$ cat config.mk
export PLATFORM = sky130hd
export DESIGN_NAME = palette_lookup_arbiter_flat
export DESIGN_NICKNAME = d
export VERILOG_FILES = /design/src/rtl/palette_lookup_arbiter_if.sv /design/src/rtl/palette_lookup_arbiter.sv /design/src/flat_wrapper.sv
export SDC_FILE = /design/constraint.sdc
export NUM_CORES = 1
export LEC_CHECK = 0
export ABC_AREA = 1
export BUFFER_PORTS_ARGS = -buffer_cell sky130_fd_sc_hd__buf_2
export CAP_MARGIN = 20
export CORE_MARGIN = 8
export CORE_UTILIZATION = 35
export CTS_CLUSTER_DIAMETER = 50
export DETAILED_ROUTE_END_ITERATION = 10
export PLACE_DENSITY = 0.64
export SLEW_MARGIN = 20
export SYNTH_ARGS = -nofsm -noshare
export SYNTH_HDL_FRONTEND = slang
export SYNTH_SLANG_ARGS = --single-unit
$ cat constraint.sdc
create_clock -name Clk -period 3.3 [get_ports Clk]
set_input_delay 0.165 -clock Clk [delete_from_list [all_inputs] [get_ports Clk]]
set_output_delay 0.165 -clock Clk [all_outputs]
set_load 0.02 [all_outputs]
$ cat src/rtl/palette_lookup_arbiter_if.sv
// -----------------------------------------------------------------------------
// palette_lookup_arbiter_if
//   Bundles the requester-side and palette-side signals of the palette lookup
//   arbiter.
//
//   Signals
//     req            per-requester lookup request (level)
//     index          flattened indices, requester k uses [k*IDX_W +: IDX_W]
//     gnt            one-hot grant, one cycle per accepted request
//     pal_index      index driven to the shared palette
//     pal_red/green/blue  combinational palette response to pal_index
//     rd_valid       one-hot result strobe
//     rd_rgb         {red, green, blue} for the strobed requester
//     rd_transparent looked-up index was 0 (colour key)
//     busy           any gnt or rd_valid bit high
//
//   Modports
//     master  surroundings of the arbiter: requesters plus the palette
//     slave   the arbiter itself
// -----------------------------------------------------------------------------
interface palette_lookup_arbiter_if #(
   parameter int NUM_REQ = 4,
   parameter int IDX_W   = 8
);
   logic [NUM_REQ-1:0]       req;
   logic [NUM_REQ*IDX_W-1:0] index;
   logic [NUM_REQ-1:0]       gnt;
   logic [IDX_W-1:0]         pal_index;
   logic [3:0]               pal_red;
   logic [3:0]               pal_green;
   logic [3:0]               pal_blue;
   logic [NUM_REQ-1:0]       rd_valid;
   logic [11:0]              rd_rgb;
   logic                     rd_transparent;
   logic                     busy;

   modport master (
      output req, index, pal_red, pal_green, pal_blue,
      input  gnt, pal_index, rd_valid, rd_rgb, rd_transparent, busy
   );

   modport slave (
      input  req, index, pal_red, pal_green, pal_blue,
      output gnt, pal_index, rd_valid, rd_rgb, rd_transparent, busy
   );
endinterface

$ cat src/rtl/palette_lookup_arbiter.sv
// -----------------------------------------------------------------------------
// palette_lookup_arbiter
//   Time-shares one combinational 4:4:4 sprite palette among NUM_REQ
//   requesters. Stage A picks one eligible requester per cycle, registers its
//   index onto pal_index and raises its grant for one cycle. Stage B captures
//   the palette colour one cycle later and strobes rd_valid for the requester
//   that was granted.
//
//   Ports
//     Clk      system clock, rising edge
//     Reset_n  asynchronous active-low reset
//     bus      palette_lookup_arbiter_if.slave (req/index in, gnt/pal_index
//              out, palette colour in, rd_valid/rd_rgb/rd_transparent/busy out)
//
//   Configuration
//     PAL_ARB_ROUND_ROBIN_EN  defined: round-robin from a rotating pointer.
//                             undefined: fixed priority, lowest index wins.
// -----------------------------------------------------------------------------
module palette_lookup_arbiter #(
   parameter int NUM_REQ = 4,
   parameter int IDX_W   = 8
) (
   input logic                     Clk,
   input logic                     Reset_n,
   palette_lookup_arbiter_if.slave bus
);

   localparam int TAG_W = (NUM_REQ > 1) ? $clog2(NUM_REQ) : 1;
   localparam logic [NUM_REQ-1:0] ONE_HOT0 = {{(NUM_REQ-1){1'b0}}, 1'b1};

   logic [NUM_REQ-1:0] elig_s;
   logic               any_s;
   logic [TAG_W-1:0]   win_s;
   logic [IDX_W-1:0]   win_idx_s;

   logic [NUM_REQ-1:0] gnt_d,       gnt_q;
   logic [IDX_W-1:0]   pal_index_d, pal_index_q;
   logic [TAG_W-1:0]   tag_d,       tag_q;
   logic [NUM_REQ-1:0] rd_valid_d,  rd_valid_q;
   logic [11:0]        rd_rgb_d,    rd_rgb_q;
   logic               rd_tr_d,     rd_tr_q;
   logic               busy_d,      busy_q;

`ifdef PAL_ARB_ROUND_ROBIN_EN
   logic [TAG_W-1:0]   ptr_d, ptr_q;
   int                 dist_s;
   int                 best_dist_s;
   logic               take_s;
`endif

   // Winner selection: the requester currently granted is masked so a held
   // req cannot win two cycles in a row.
   always_comb begin
      elig_s    = bus.req & ~gnt_q;
      any_s     = |elig_s;
      win_s     = {TAG_W{1'b0}};
      win_idx_s = {IDX_W{1'b0}};
`ifdef PAL_ARB_ROUND_ROBIN_EN
      // Smallest upward distance from ptr (with wrap) among eligible wins.
      best_dist_s = NUM_REQ;
      dist_s      = 0;
      take_s      = 1'b0;
      for (int i = 0; i < NUM_REQ; i++) begin
         dist_s      = (i + NUM_REQ - int'(ptr_q)) % NUM_REQ;
         take_s      = elig_s[i] && (dist_s < best_dist_s);
         win_s       = take_s ? TAG_W'(i) : win_s;
         win_idx_s   = take_s ? bus.index[i*IDX_W +: IDX_W] : win_idx_s;
         best_dist_s = take_s ? dist_s : best_dist_s;
      end
`else
      // Scanning downward leaves the lowest eligible requester selected.
      for (int i = NUM_REQ - 1; i >= 0; i--) begin
         win_s     = elig_s[i] ? TAG_W'(i) : win_s;
         win_idx_s = elig_s[i] ? bus.index[i*IDX_W +: IDX_W] : win_idx_s;
      end
`endif
   end

   // Next-state for both pipeline stages and the busy flag.
   always_comb begin
      gnt_d       = {NUM_REQ{1'b0}};
      pal_index_d = pal_index_q;
      tag_d       = tag_q;
      rd_valid_d  = {NUM_REQ{1'b0}};
      rd_rgb_d    = rd_rgb_q;
      rd_tr_d     = rd_tr_q;

      // Stage A: issue a grant; pal_index and tag hold when idle.
      if (any_s) begin
         gnt_d       = ONE_HOT0 << win_s;
         pal_index_d = win_idx_s;
         tag_d       = win_s;
      end else begin
         gnt_d       = {NUM_REQ{1'b0}};
      end

      // Stage B: the palette is answering for pal_index_q during a grant cycle.
      if (|gnt_q) begin
         rd_valid_d = ONE_HOT0 << tag_q;
         rd_rgb_d   = {bus.pal_red, bus.pal_green, bus.pal_blue};
         rd_tr_d    = (pal_index_q == {IDX_W{1'b0}});
      end else begin
         rd_valid_d = {NUM_REQ{1'b0}};
      end

      busy_d = (|gnt_d) | (|rd_valid_d);
   end

`ifdef PAL_ARB_ROUND_ROBIN_EN
   // Pointer moves to the requester just above the latest winner.
   always_comb begin
      ptr_d = ptr_q;
      if (any_s) begin
         if (win_s == TAG_W'(NUM_REQ - 1)) begin
            ptr_d = {TAG_W{1'b0}};
         end else begin
            ptr_d = win_s + TAG_W'(1);
         end
      end else begin
         ptr_d = ptr_q;
      end
   end

   // Round-robin pointer register.
   always_ff @(posedge Clk or negedge Reset_n) begin
      if (!Reset_n) begin
         ptr_q <= {TAG_W{1'b0}};
      end else begin
         ptr_q <= ptr_d;
      end
   end
`endif

   // Pipeline registers; reset discards any lookup in flight.
   always_ff @(posedge Clk or negedge Reset_n) begin
      if (!Reset_n) begin
         gnt_q       <= {NUM_REQ{1'b0}};
         pal_index_q <= {IDX_W{1'b0}};
         tag_q       <= {TAG_W{1'b0}};
         rd_valid_q  <= {NUM_REQ{1'b0}};
         rd_rgb_q    <= 12'h000;
         rd_tr_q     <= 1'b0;
         busy_q      <= 1'b0;
      end else begin
         gnt_q       <= gnt_d;
         pal_index_q <= pal_index_d;
         tag_q       <= tag_d;
         rd_valid_q  <= rd_valid_d;
         rd_rgb_q    <= rd_rgb_d;
         rd_tr_q     <= rd_tr_d;
         busy_q      <= busy_d;
      end
   end

   assign bus.gnt            = gnt_q;
   assign bus.pal_index      = pal_index_q;
   assign bus.rd_valid       = rd_valid_q;
   assign bus.rd_rgb         = rd_rgb_q;
   assign bus.rd_transparent = rd_tr_q;
   assign bus.busy           = busy_q;

endmodule
$ cat src/flat_wrapper.sv
// flat-port wrapper written by rule: the top's interface ports become plain ports
module palette_lookup_arbiter_flat 
#(
   parameter int NUM_REQ = 4,
   parameter int IDX_W   = 8
)
  (Clk, Reset_n, bus_req, bus_index, bus_pal_red, bus_pal_green, bus_pal_blue, bus_gnt, bus_pal_index, bus_rd_valid, bus_rd_rgb, bus_rd_transparent, bus_busy);
  palette_lookup_arbiter_if #(.NUM_REQ(NUM_REQ), .IDX_W(IDX_W)) bus_i ();
  input logic Clk;
  input logic Reset_n;
  input wire logic [$bits(bus_i.req)-1:0] bus_req;
  input wire logic [$bits(bus_i.index)-1:0] bus_index;
  input wire logic [$bits(bus_i.pal_red)-1:0] bus_pal_red;
  input wire logic [$bits(bus_i.pal_green)-1:0] bus_pal_green;
  input wire logic [$bits(bus_i.pal_blue)-1:0] bus_pal_blue;
  output wire logic [$bits(bus_i.gnt)-1:0] bus_gnt;
  output wire logic [$bits(bus_i.pal_index)-1:0] bus_pal_index;
  output wire logic [$bits(bus_i.rd_valid)-1:0] bus_rd_valid;
  output wire logic [$bits(bus_i.rd_rgb)-1:0] bus_rd_rgb;
  output wire logic [$bits(bus_i.rd_transparent)-1:0] bus_rd_transparent;
  output wire logic [$bits(bus_i.busy)-1:0] bus_busy;
  assign bus_i.req = bus_req;
  assign bus_i.index = bus_index;
  assign bus_i.pal_red = bus_pal_red;
  assign bus_i.pal_green = bus_pal_green;
  assign bus_i.pal_blue = bus_pal_blue;
  assign bus_gnt = bus_i.gnt;
  assign bus_pal_index = bus_i.pal_index;
  assign bus_rd_valid = bus_i.rd_valid;
  assign bus_rd_rgb = bus_i.rd_rgb;
  assign bus_rd_transparent = bus_i.rd_transparent;
  assign bus_busy = bus_i.busy;
  palette_lookup_arbiter #(.NUM_REQ(NUM_REQ), .IDX_W(IDX_W)) u_core (.Clk(Clk), .Reset_n(Reset_n), .bus(bus_i));
endmodule
==> results of run 1 <==
-- flip-flops by register name, summed over array words and instances (netlist names) --
register,flops
u_core.bus.rd_rgb,12
u_core.bus.pal_index,8
u_core.bus.gnt,4
u_core.bus.rd_valid,4
u_core.tag_q,2
u_core.bus.busy,1
u_core.bus.rd_transparent,1
-- critical path: cells and delay by family, from the launching register on --
family | cells | cell delay, ns
buffers and inverters | 2 | 0.43
DFF | 1 | 0.39
and+or+nand+nor | 1 | 0.30
AOI/OAI and AO/OA | 1 | 0.12
-- where the power goes --
part / switching [W] / internal, W / total (W)
Clock: 0.000131 / 0.000170 / 0.000300
Combinational: 0.000178 / 0.0000964 / 0.000275
Sequential: 0.0000315 / 0.000442 / 0.000474
-- per-layer routing --
layer / vias to the layer above / global-route usage (%) / routed length, microns
met5: - / 0 / 0
met4: 0 / 4.138 / 39
met3: 5 / 5.303 / 385
met2: 51 / 21.13 / 2054
met1: 677 / 14.34 / 1695
li1: 768 / - / -
-- kinds of logic (layout without fill, tap and decap cells) --
group / after synthesis / after routing / synth area share (%)
buffers and inverters: 26 / 108 / 8.280
AND/OR/NAND/NOR: 134 / 134 / 39.15
AO/OA/AOI/OAI: 3 / 3 / 1.125
flip-flops: 32 / 32 / 51.45
-- per-stage QoR --
stage / hold slack [ns] / cell area (sq um)
after global placement: 0.2504 / 1966
after detailed placement: 0.2534 / 1966
final: 0.08634 / 2066
after CTS: 0.07545 / 2066
after floorplan: -0.1306 / 1556
after global routing: 0.08881 / 2066
-- path summary, 6_finish.rpt --
path,startpoint,end,slack [ns],cells after the start
worst min register to register,u_core.bus.rd_rgb[4],u_core.bus.rd_rgb[4],0.47,2
worst max-delay path,u_core.bus.gnt[2],u_core.bus.rd_transparent,1.93,4
max in group asynchronous,Reset_n,u_core.bus.pal_index[1],2.40,2
min in group asynchronous,Reset_n,u_core.bus.rd_rgb[1],0.46,2
worst min-delay path,bus_pal_green[3],u_core.bus.rd_rgb[7],0.09,3
worst max register to register,u_core.bus.gnt[2],u_core.bus.rd_transparent,1.93,4
-- area by class of cell --
type | instances | area [sq um] | share of cell area [%]
tap | 52 | 65.06 | 3.150
sequential | 32 | 800.8 | 38.76
multi-input combinational | 137 | 626.9 | 30.35
timing repair buffer | 80 | 405.4 | 19.62
clock buffer | 8 | 90.09 | 4.361
inverter | 20 | 77.57 | 3.755
-- what timing repair did --
item,in CTS,in global routing
buffers inserted,0,0
endpoints found under the hold margin,32,0
gates resized for setup,0,0
hold buffers,1,0
-- placed cells by master (no fill, tap or decap), types with 2 or more instances in the layout --
cell type	instances
nor2_1	6
nand2_1	74
clkbuf_1	2
or2_2	7
nand3_1	33
clkbuf_8	6
clkinv_1	8
nor3_1	5
nand2_2	3
inv_1	7
inv_2	4
nor2_4	2
dfrtp_1	32
buf_2	79
==> key figures, run 1 <==
Outcome
  – Status: complete, no violations

Worst hold path
  – Hold Path Class: primary input to flop

Flow run
  – MaxCap Viol Count: 0

Timing
  – Fmax: approximately 730 MHz
  – Worst clock skew: about 0.0021 ns
  – Worst-Margin Slew: 0.6895 ns
  – Final hold vios: 0
  – Max-slew headroom: 54.03%
  – Max Slew Vio Count: 0
  – Final WS setup: between 1.5 and 2 ns
  – RSZ-0062 raised after global routing: no
  – Min cycle time layout: 1.366 ns
  – Tcrit/Tclk final: approximately 41%
  – Final setup violation count: 0
  – Setup TNS: 0 ns

Global routing
  – Global route overflow: 0
  – Largest net degree at the start of global routing: 33
  – Initial antenna violation count: 0
  – First-pass GRT wire length: around 6.7 mm
  – Vias in the first global route: ~1.5k
  – Total Routing Usage GR: approximately an eighth

Setup path
  – Critical Path Source Type: flop
  – Worst stage delay on the critical path: ~0.39 ns
  – WP data arrival: 1.52 ns
  – Crit-path slowest cell: dfrtp_1
  – Worst path cell trace: inv_2 -> nand3_2 -> inv_4 -> o21ai_0
  – CP max FO: 19
  – Required @ worst endpoint: roughly 3.5 ns
  – Critical setup path kind: flop to flop
  – Critical path capture point type: flop

CTS
  – Reg clk slew, reported paths: about 0.060 ns
  – CTS root buffer: clkbuf_8
  – Clock tree sinks: 32
  – H-tree depth: 2
  – Clock tree buffer depth: 2
  – Num CTS Buffers: 5
  – CTS tree: done
  – Clock Latency Late Sink: around 0.28 ns

Layout
  – Fraction of layout cells with a size suffix above 1: between 30% and 40%
  – Post-layout util: 47.77%
  – N_diodes: 0
  – Post-Layout Cell Count: 329
  – Nets: around 330
  – Layout area overhead: 32.72%
  – Fill cells: 474

Die
  – # rows: 24
  – IO Count: 80
  – Die H: approximately 83 microns
  – Die width: 82.69 microns
  – Core area: 0.004324 sq mm
  – Starting Density: roughly 36%
  – Die Area: roughly 0.007 sq mm

Place
  – Cells after DPL: 320
  – Port bufs: about 80
  – Place WS: around 1.9 ns
  – Routability cong.: ~0.76
  – Final HPWL DP: about 3.4 mm

Logic synthesis
  – Ys flop type: dfrtp_1
  – Mean Syn Cell Area: 7.982 sq um
  – Synth top area cells: dfrtp_1 51%, nand2_1 18%, nand3_1 11%
  – Async SR Flop Fraction: between 90% and 100%
  – Cell Area, Synth: between 0.0015 and 0.002 sq mm
  – Synth unique cells: 22
  – Most numerous cell in the Yosys netlist: nand2_1
  – Synth warn: 0
  – Post-synth EDFFs: 0
  – Synth top area share: 51.45%
  – Register area share after synthesis: 51.45%
  – Synth top cells by count: 74 x nand2_1, 33 x nand3_1, 32 x dfrtp_1, 8 x clkinv_1
  – Mapped Nets: 245
  – Area leader, netlist: dfrtp_1
  – Post-synthesis register bit count: 32
  – Cells after Synth: roughly 200

Power and ir drop
  – Total power: 0.001049 W
  – Worst vdd ir: approximately 0.20 mV
  – PwrDens: 507.7 mW/mm^2
  – Leakage: 1.169 nW

Drt
  – DR iter-0 viols: 50
  – Final WL: approximately 4.2 mm
  – Via count: 1501
  – Vias per std cell: around 4.6
  – Wire length per cell: approximately 13 microns
  – DRC viols: 0
  – Post-route ant nets: 0
  – Pre-antenna DRT Iters: 4
Note: power is estimated with default switching activity, not from simulation.
==> run 2: changes to the inputs <==
- clock period: 3.3 -> 1.3 ns (I/O delays scaled with it)
==> run 2 against run 1 <==
Total power increased to 2.6 times the previous value. Clock skew increased by 0.0027 ns. Via count rose by 5.2%. Die area stayed put. Sequential power grew to 2.5 times the previous value. Fmax up 15%. Critical path depth grew 1. Critical endpoint is now u_core.bus.pal_index[4]. Highest routed layer unchanged.
==> key figures, run 2 (synthesis gave the netlist of run 1 again) <==
Layout
  – Post-Layout Cell Count: 344 (was 329)
  – N_diodes: 0 (unchanged)
  – Layout area overhead: 42.85% (was 32.72%)
  – Area of the multi-input gates: 631.9 sq um (was 626.9 sq um)
  – Most frequent cells in the layout: 79 x buf_2, 74 x nand2_1, 33 x nand3_1 (unchanged)
  – Fraction of layout cells with a size suffix above 1: 36.99% (was 37.55%)
  – Max FFs per register: 12 (unchanged)
  – Commonest non-fill, non-tap cell in the layout: buf_2 (unchanged)
  – Nets: 341 (was 326)
  – Reg area: 800.8 sq um (unchanged)
  – Fill cells: 448 (was 474)

Die
  – IO Count: 80 (unchanged)
  – # rows: 24 (unchanged)
  – Core area: 0.004324 sq mm (unchanged)
  – Die Area: 0.006837 sq mm (unchanged)
  – Die width: 82.69 microns (unchanged)
  – Die H: 82.69 microns (unchanged)
  – Starting Density: 36.00% (unchanged)

Setup path
  – Reg-to-Reg End: u_core.bus.pal_index[4] (was u_core.bus.rd_transparent)
  – CP max FO: 18 (was 19)
  – Required @ worst endpoint: 1.47 ns (was 3.45 ns)
  – CP dominant cell by count: nand3_1
  – FF-to-FF path depth: 5 (was 4)
  – Critical path capture point type: flop (unchanged)
  – Critical setup path kind: flop to flop (unchanged)
  – R2R setup slack: 0.12 ns (was 1.93 ns)
  – Worst stage delay on the critical path: 0.40 ns (was 0.39 ns)
  – Worst path cell trace: inv_2 -> nand2_4 -> or2_2 -> nand3_1 -> nand3_1 (was inv_2 -> nand3_2 -> inv_4 -> o21ai_0)
  – CP top delay family: simple AND/OR/NAND/NOR gates (was buffers and inverters)
  – Crit path buffers/inverters: 1 (was 2)
  – Critical Path Source Type: flop (unchanged)
  – Worst r2r src: u_core.bus.gnt[1] (was u_core.bus.gnt[2])
  – WP data arrival: 1.35 ns (was 1.52 ns)
  – Crit-path slowest cell: dfrtp_1 (unchanged)

Timing
  – Final setup violation count: 0 (unchanged)
  – Worst-Margin Slew: 0.7014 ns (was 0.6895 ns)
  – Final hold vios: 0 (unchanged)
  – Worst clock skew: 0.004804 ns (was 0.002102 ns)
  – Tcrit/Tclk final: 91.03% (was 41.41%)
  – Worst hold slack: 0.01226 ns (was 0.08634 ns)
  – Max-slew headroom: 53.24% (was 54.03%)
  – Fmax: 845.0 MHz (was 731.8 MHz)
  – Max Slew Vio Count: 0 (unchanged)
  – Min cycle time layout: 1.183 ns (was 1.366 ns)
  – Final WS setup: 0.1166 ns (was 1.934 ns)
  – RSZ-0062 raised after global routing: no (unchanged)
  – Setup TNS: 0 ns (unchanged)

Global routing
  – Global route overflow: 0 (unchanged)
  – Vias in the first global route: 1646 (was 1544)
  – Largest net degree at the start of global routing: 33 (unchanged)
  – First-pass GRT wire length: 7.072 mm (was 6.693 mm)
  – Total Routing Usage GR: 13.27% (was 12.68%)
  – Initial antenna violation count: 0 (unchanged)

CTS
  – Clock Latency Late Sink: 0.28 ns (about the same)
  – H-tree depth: 2 (unchanged)
  – Clock tree sinks: 32 (unchanged)
  – CTS root buffer: clkbuf_8 (unchanged)
  – Reg clk slew, reported paths: 0.07 ns (was 0.06 ns)
  – Clock tree buffer depth: 2 (unchanged)
  – Num CTS Buffers: 5 (unchanged)
  – CTS tree: done (unchanged)

Power and ir drop
  – Worst vdd ir: 0.6495 mV (was 0.2036 mV)
  – Total power: 0.002719 W (was 0.001049 W)
  – PwrDens: 1223 mW/mm^2 (was 507.7 mW/mm^2)
  – Leakage: 1.240 nW (was 1.169 nW)

Worst hold path
  – Hold path startpoint: bus_index[6] (was bus_pal_green[3])
  – Hold Path Class: primary input to flop (unchanged)
  – Hold Crit Depth: 3 (unchanged)
  – Hold EP: u_core.bus.pal_index[6] (was u_core.bus.rd_rgb[7])

Drt
  – Wire length per cell: 12.42 microns (was 12.69 microns)
  – Pre-antenna DRT Iters: 4 (unchanged)
  – DRC viols: 0 (unchanged)
  – Vias per std cell: 4.590 (was 4.562)
  – Post-route ant nets: 0 (unchanged)
  – Via count: 1579 (was 1501)
  – Final WL: 4.271 mm (was 4.174 mm)
  – DR iter-0 viols: 45 (was 50)

Place
  – Cells after DPL: 322 (was 320)
  – Final HPWL DP: 3.317 mm (was 3.377 mm)
  – Routability cong.: 0.7955 (was 0.7591)
  – Place WS: 0.07642 ns (was 1.908 ns)
  – Port bufs: 79 (unchanged)

Outcome
  – Status: complete, no violations (unchanged)

Flow run
  – MaxCap Viol Count: 0 (unchanged)
[run 2: cell types whose count changed in the layout (fill, tap and decap cells not counted)]
cell	change
nand2_2	-1
buf_4	+2
inv_2	-1
nand2_4	+1
clkbuf_1	-2
clkinv_2	+2
inv_6	+1
dlygate4sd3_1	+13
[run 2: report_power, final]
part / internal (W) / leakage, nW / switching, W
logic: 0.000281 / 0.797 / 0.000463
clock network: 0.000422 / 0.0510 / 0.000349
registers: 0.00112 / 0.393 / 0.0000818
total: 0.00182 / 1.24 / 0.000894
[run 2: through the flow]
step | utilization, % | cell area [sq um]
5_1_grt | 51.42 | 2223
2_1_floorplan | - | 1556
4_1_cts | 51.19 | 2213
3_3_place_gp | 45.80 | 1981
6_report | 51.42 | 2223
3_5_place_dp | 45.80 | 1981
[run 2: worst max-delay path by stage]
stage | end | slack, ns | depth (start not counted) | start
2_1_floorplan | u_core.bus.pal_index[5] | 0.11 | 6 | u_core.bus.gnt[1]
3_3_place_gp | u_core.bus.pal_index[2] | 0.13 | 6 | u_core.bus.gnt[2]
3_5_place_dp | u_core.bus.pal_index[6] | 0.08 | 6 | u_core.bus.gnt[2]
4_1_cts | u_core.bus.pal_index[6] | 0.06 | 6 | u_core.bus.gnt[2]
5_1_grt | u_core.bus.pal_index[2] | 0.006 | 6 | u_core.bus.gnt[2]
6_report | u_core.bus.pal_index[4] | 0.12 | 5 | u_core.bus.gnt[1]
[run 2: final cells by class]
class / count / share of cell area, %
timing repair buffer: 95 / 24.76
sequential: 32 / 36.02
tap: 52 / 2.926
inverter: 20 / 3.714
clock inverter: 2 / 0.4502
multi-input combinational: 137 / 28.42
clock buffer: 6 / 3.714
[run 2: metal layers]
metal / share of wire (%) / global-route usage (%) / vias up / wire [microns]
met5: 0 / 0 / - / 0
met4: 1.2 / 4.655 / 0 / 53
met3: 7.3 / 4.437 / 8 / 313
met2: 47 / 21.76 / 49 / 2022
met1: 44 / 15.85 / 723 / 1882
li1: - / - / 799 / -
[run 2: worst reg2reg max path, stage by stage, from the launching register on]
cell and delay (ns):
dfrtp_1 0.40, inv_2 0.10, nand2_4 0.12, or2_2 0.29, nand3_1 0.09, nand3_1 0.07
[run 2: timing repair]
item                                    CTS  global route
setup buffers                             0             0
endpoints found under the hold margin    45             0
hold buffers                             14             0
endpoints found under the setup margin    0             9
resized for setup                         0             3
==> run 3: changes to the inputs <==
- HOLD_SLACK_MARGIN: default -> 0.1
==> run 3 against run 2 <==
Setup slack lost 0.0086 ns. Wire length grew 2.3%. Count of clock-buffer cells in the layout did not move. Clock power barely moved. Clock skew barely moved. Die area is the same. Worst hold slack better by 0.098 ns. Sequential cell count is the same. Cell area grew 3.6%. Global-route usage grew 0.29 points. Highest routed layer unchanged.
==> key figures, run 3 (synthesis gave the netlist of run 1 again) <==
Outcome
  – Status: complete, no violations (unchanged)

Drt
  – Final WL: 4.371 mm (was 4.271 mm)
  – DR iter-0 viols: 42 (was 45)
  – Vias per std cell: 4.605 (was 4.590)
  – Post-route ant nets: 0 (unchanged)
  – Pre-antenna DRT Iters: 4 (unchanged)
  – Via count: 1621 (was 1579)
  – DRC viols: 0 (unchanged)
  – Wire length per cell: 12.42 microns (about the same)

Setup path
  – Worst stage delay on the critical path: 0.53 ns (was 0.40 ns)
  – CP max FO: 18 (unchanged)
  – WP data arrival: 1.41 ns (was 1.35 ns)
  – Critical path capture point type: flop (unchanged)
  – FF-to-FF path depth: 5 (unchanged)
  – Critical Path Source Type: primary input (was flop)
  – Worst r2r src: u_core.bus.gnt[1] (unchanged)
  – Required @ worst endpoint: 1.51 ns (was 1.47 ns)
  – Critical setup path kind: primary input to flop (was flop to flop)
  – Worst path cell trace: dlygate4sd3_1 -> buf_2 -> nand2_4 -> nand2_2 -> nor2_4 -> nand2_1 -> nand3_1 (was inv_2 -> nand2_4 -> or2_2 -> nand3_1 -> nand3_1)
  – Reg-to-Reg End: u_core.bus.pal_index[4] (unchanged)
  – Crit-path slowest cell: dlygate4sd3_1 (was dfrtp_1)
  – R2R setup slack: 0.12 ns (about the same)

Layout
  – Post-layout util: 53.27% (was 51.42%)
  – Post-Layout Inst Area: 0.002303 sq mm (was 0.002223 sq mm)
  – N_diodes: 0 (unchanged)
  – Commonest non-fill, non-tap cell in the layout: buf_2 (unchanged)
  – Nets: 349 (was 341)
  – Fraction of layout cells with a size suffix above 1: 36.00% (was 36.99%)
  – Max FFs per register: 12 (unchanged)
  – Fill cells: 437 (was 448)
  – Layout area overhead: 47.99% (was 42.85%)
  – Most frequent cells in the layout: 79 x buf_2, 74 x nand2_1, 33 x nand3_1 (unchanged)

Worst hold path
  – Hold Crit Depth: 4 (was 3)
  – Hold path startpoint: bus_index[10] (was bus_index[6])
  – Hold Path Class: primary input to flop (unchanged)
  – Hold EP: u_core.bus.pal_index[2] (was u_core.bus.pal_index[6])

Timing
  – Fmax: 838.9 MHz (was 845.0 MHz)
  – Min cycle time layout: 1.192 ns (was 1.183 ns)
  – RSZ-0062 raised after global routing: no (unchanged)
  – Max-slew headroom: 53.87% (was 53.24%)
  – Worst-Margin Slew: 0.6920 ns (was 0.7014 ns)
  – Final hold vios: 0 (unchanged)
  – Setup TNS: 0 ns (unchanged)
  – Tcrit/Tclk final: 91.70% (was 91.03%)
  – Max Slew Vio Count: 0 (unchanged)
  – Final WS setup: 0.1079 ns (was 0.1166 ns)
  – Final setup violation count: 0 (unchanged)
  – Worst clock skew: 0.004646 ns (was 0.004804 ns)

Global routing
  – M1 GR Usage: 15.72% (was 15.85%)
  – First-pass GRT wire length: 7.217 mm (was 7.072 mm)
  – GR Util met3: 4.762% (was 4.437%)
  – Vias in the first global route: 1671 (was 1646)
  – Initial antenna violation count: 0 (unchanged)
  – Total Routing Usage GR: 13.56% (was 13.27%)
  – Global route overflow: 0 (unchanged)
  – GR peak layer: met2 (unchanged)
  – Largest net degree at the start of global routing: 33 (unchanged)
  – Met2 layer usage reported by global route: 22.69% (was 21.76%)

Place
  – Port bufs: 79 (unchanged)
  – Routability cong.: 0.7955 (unchanged)
  – Dpl cell area: 0.001981 sq mm (unchanged)
  – Place WS: 0.07642 ns (unchanged)
  – Final HPWL DP: 3.317 mm (unchanged)

CTS
  – Reg clk slew, reported paths: 0.07 ns (about the same)
  – H-tree depth: 2 (unchanged)
  – Post-CTS setup buffers: 0 (unchanged)
  – Clock tree buffer depth: 2 (unchanged)
  – Clock Latency Late Sink: 0.28 ns (about the same)
  – Num CTS Buffers: 5 (unchanged)
  – CTS tree: done (unchanged)
  – Clock tree sinks: 32 (unchanged)
  – CTS root buffer: clkbuf_8 (unchanged)

Power and ir drop
  – Seq pwr share: 43.9% (was 44.3%)
  – Clock share of power: 28.2% (was 28.4%)
  – PwrDens: 1189 mW/mm^2 (was 1223 mW/mm^2)
  – Cell-internal power: 0.001840 W (was 0.001825 W)
  – P_sw: 0.0008994 W (was 0.0008941 W)
  – Leakage: 1.274 nW (was 1.240 nW)
  – Sw frac: 32.83% (was 32.89%)
  – Combinational share of power: 27.9% (was 27.4%)
  – Worst vdd ir: 0.6498 mV (was 0.6495 mV)

Die
  – Die H: 82.69 microns (unchanged)
  – Die Area: 0.006837 sq mm (unchanged)
  – Core area: 0.004324 sq mm (unchanged)
  – IO Count: 80 (unchanged)
  – # rows: 24 (unchanged)
  – Starting Density: 36.00% (unchanged)
  – Die width: 82.69 microns (unchanged)

Flow run
  – MaxCap Viol Count: 0 (unchanged)
-- run 3: layout make-up --
class	instances	area (sq um)	share of cell area, %
sequential	32	800.8	34.76
clock inverter	2	10.01	0.4345
tap	52	65.06	2.825
timing repair buffer	103	630.6	27.38
multi-input combinational	137	631.9	27.43
inverter	20	82.58	3.585
clock buffer	6	82.58	3.585
-- run 3: how the worst max path moves through the flow --
stage | startpoint | to | slack (ns) | cells past startpoint
floorplan | u_core.bus.gnt[1] | u_core.bus.pal_index[5] | 0.11 | 6
global placement | u_core.bus.gnt[2] | u_core.bus.pal_index[2] | 0.13 | 6
detailed placement | u_core.bus.gnt[2] | u_core.bus.pal_index[6] | 0.08 | 6
CTS | u_core.bus.gnt[2] | u_core.bus.pal_index[6] | 0.06 | 6
global route | u_core.bus.gnt[2] | u_core.bus.pal_index[2] | 0.006 | 6
finish | bus_req[1] | u_core.bus.pal_index[0] | 0.11 | 7
-- run 3: metal layers --
metal,up-vias,wire [microns]
met1,747,1872
met4,0,53
met3,8,333
met2,49,2112
met5,-,0
li1,817,-
-- run 3: per-stage QoR --
stage / cells / power (W) / hold WS, ns
floorplan: 195 / 0.001658 / -0.2306
global placement: 322 / 0.001932 / 0.1530
detailed placement: 322 / 0.001938 / 0.1587
CTS: 352 / 0.002775 / 0.1019
global route: 352 / 0.002909 / 0.1269
finish: 352 / 0.002740 / 0.1107
-- run 3: worst max-delay path: cells and delay by family --
kind | cells | cell delay [ns]
buffers and inverters | 2 | 0.68
and+or+nand+nor | 5 | 0.64
-- run 3: repair_timing --
item                                   in CTS  in global routing
gates resized for setup                     0                  3
setup endpoints to repair                   0                  9
hold buffers                               22                  0
endpoints found under the hold margin      53                  0
-- run 3: power groups by stage --
stage          Combinational (W)  Clock (W)  Sequential [W]
5_1_grt                 0.000856   0.000829         0.00122
2_1_floorplan           0.000294          0         0.00136
4_1_cts                 0.000771   0.000804         0.00120
6_report                0.000764   0.000772         0.00120
3_3_place_gp            0.000715          0         0.00122
3_5_place_dp            0.000720          0         0.00122
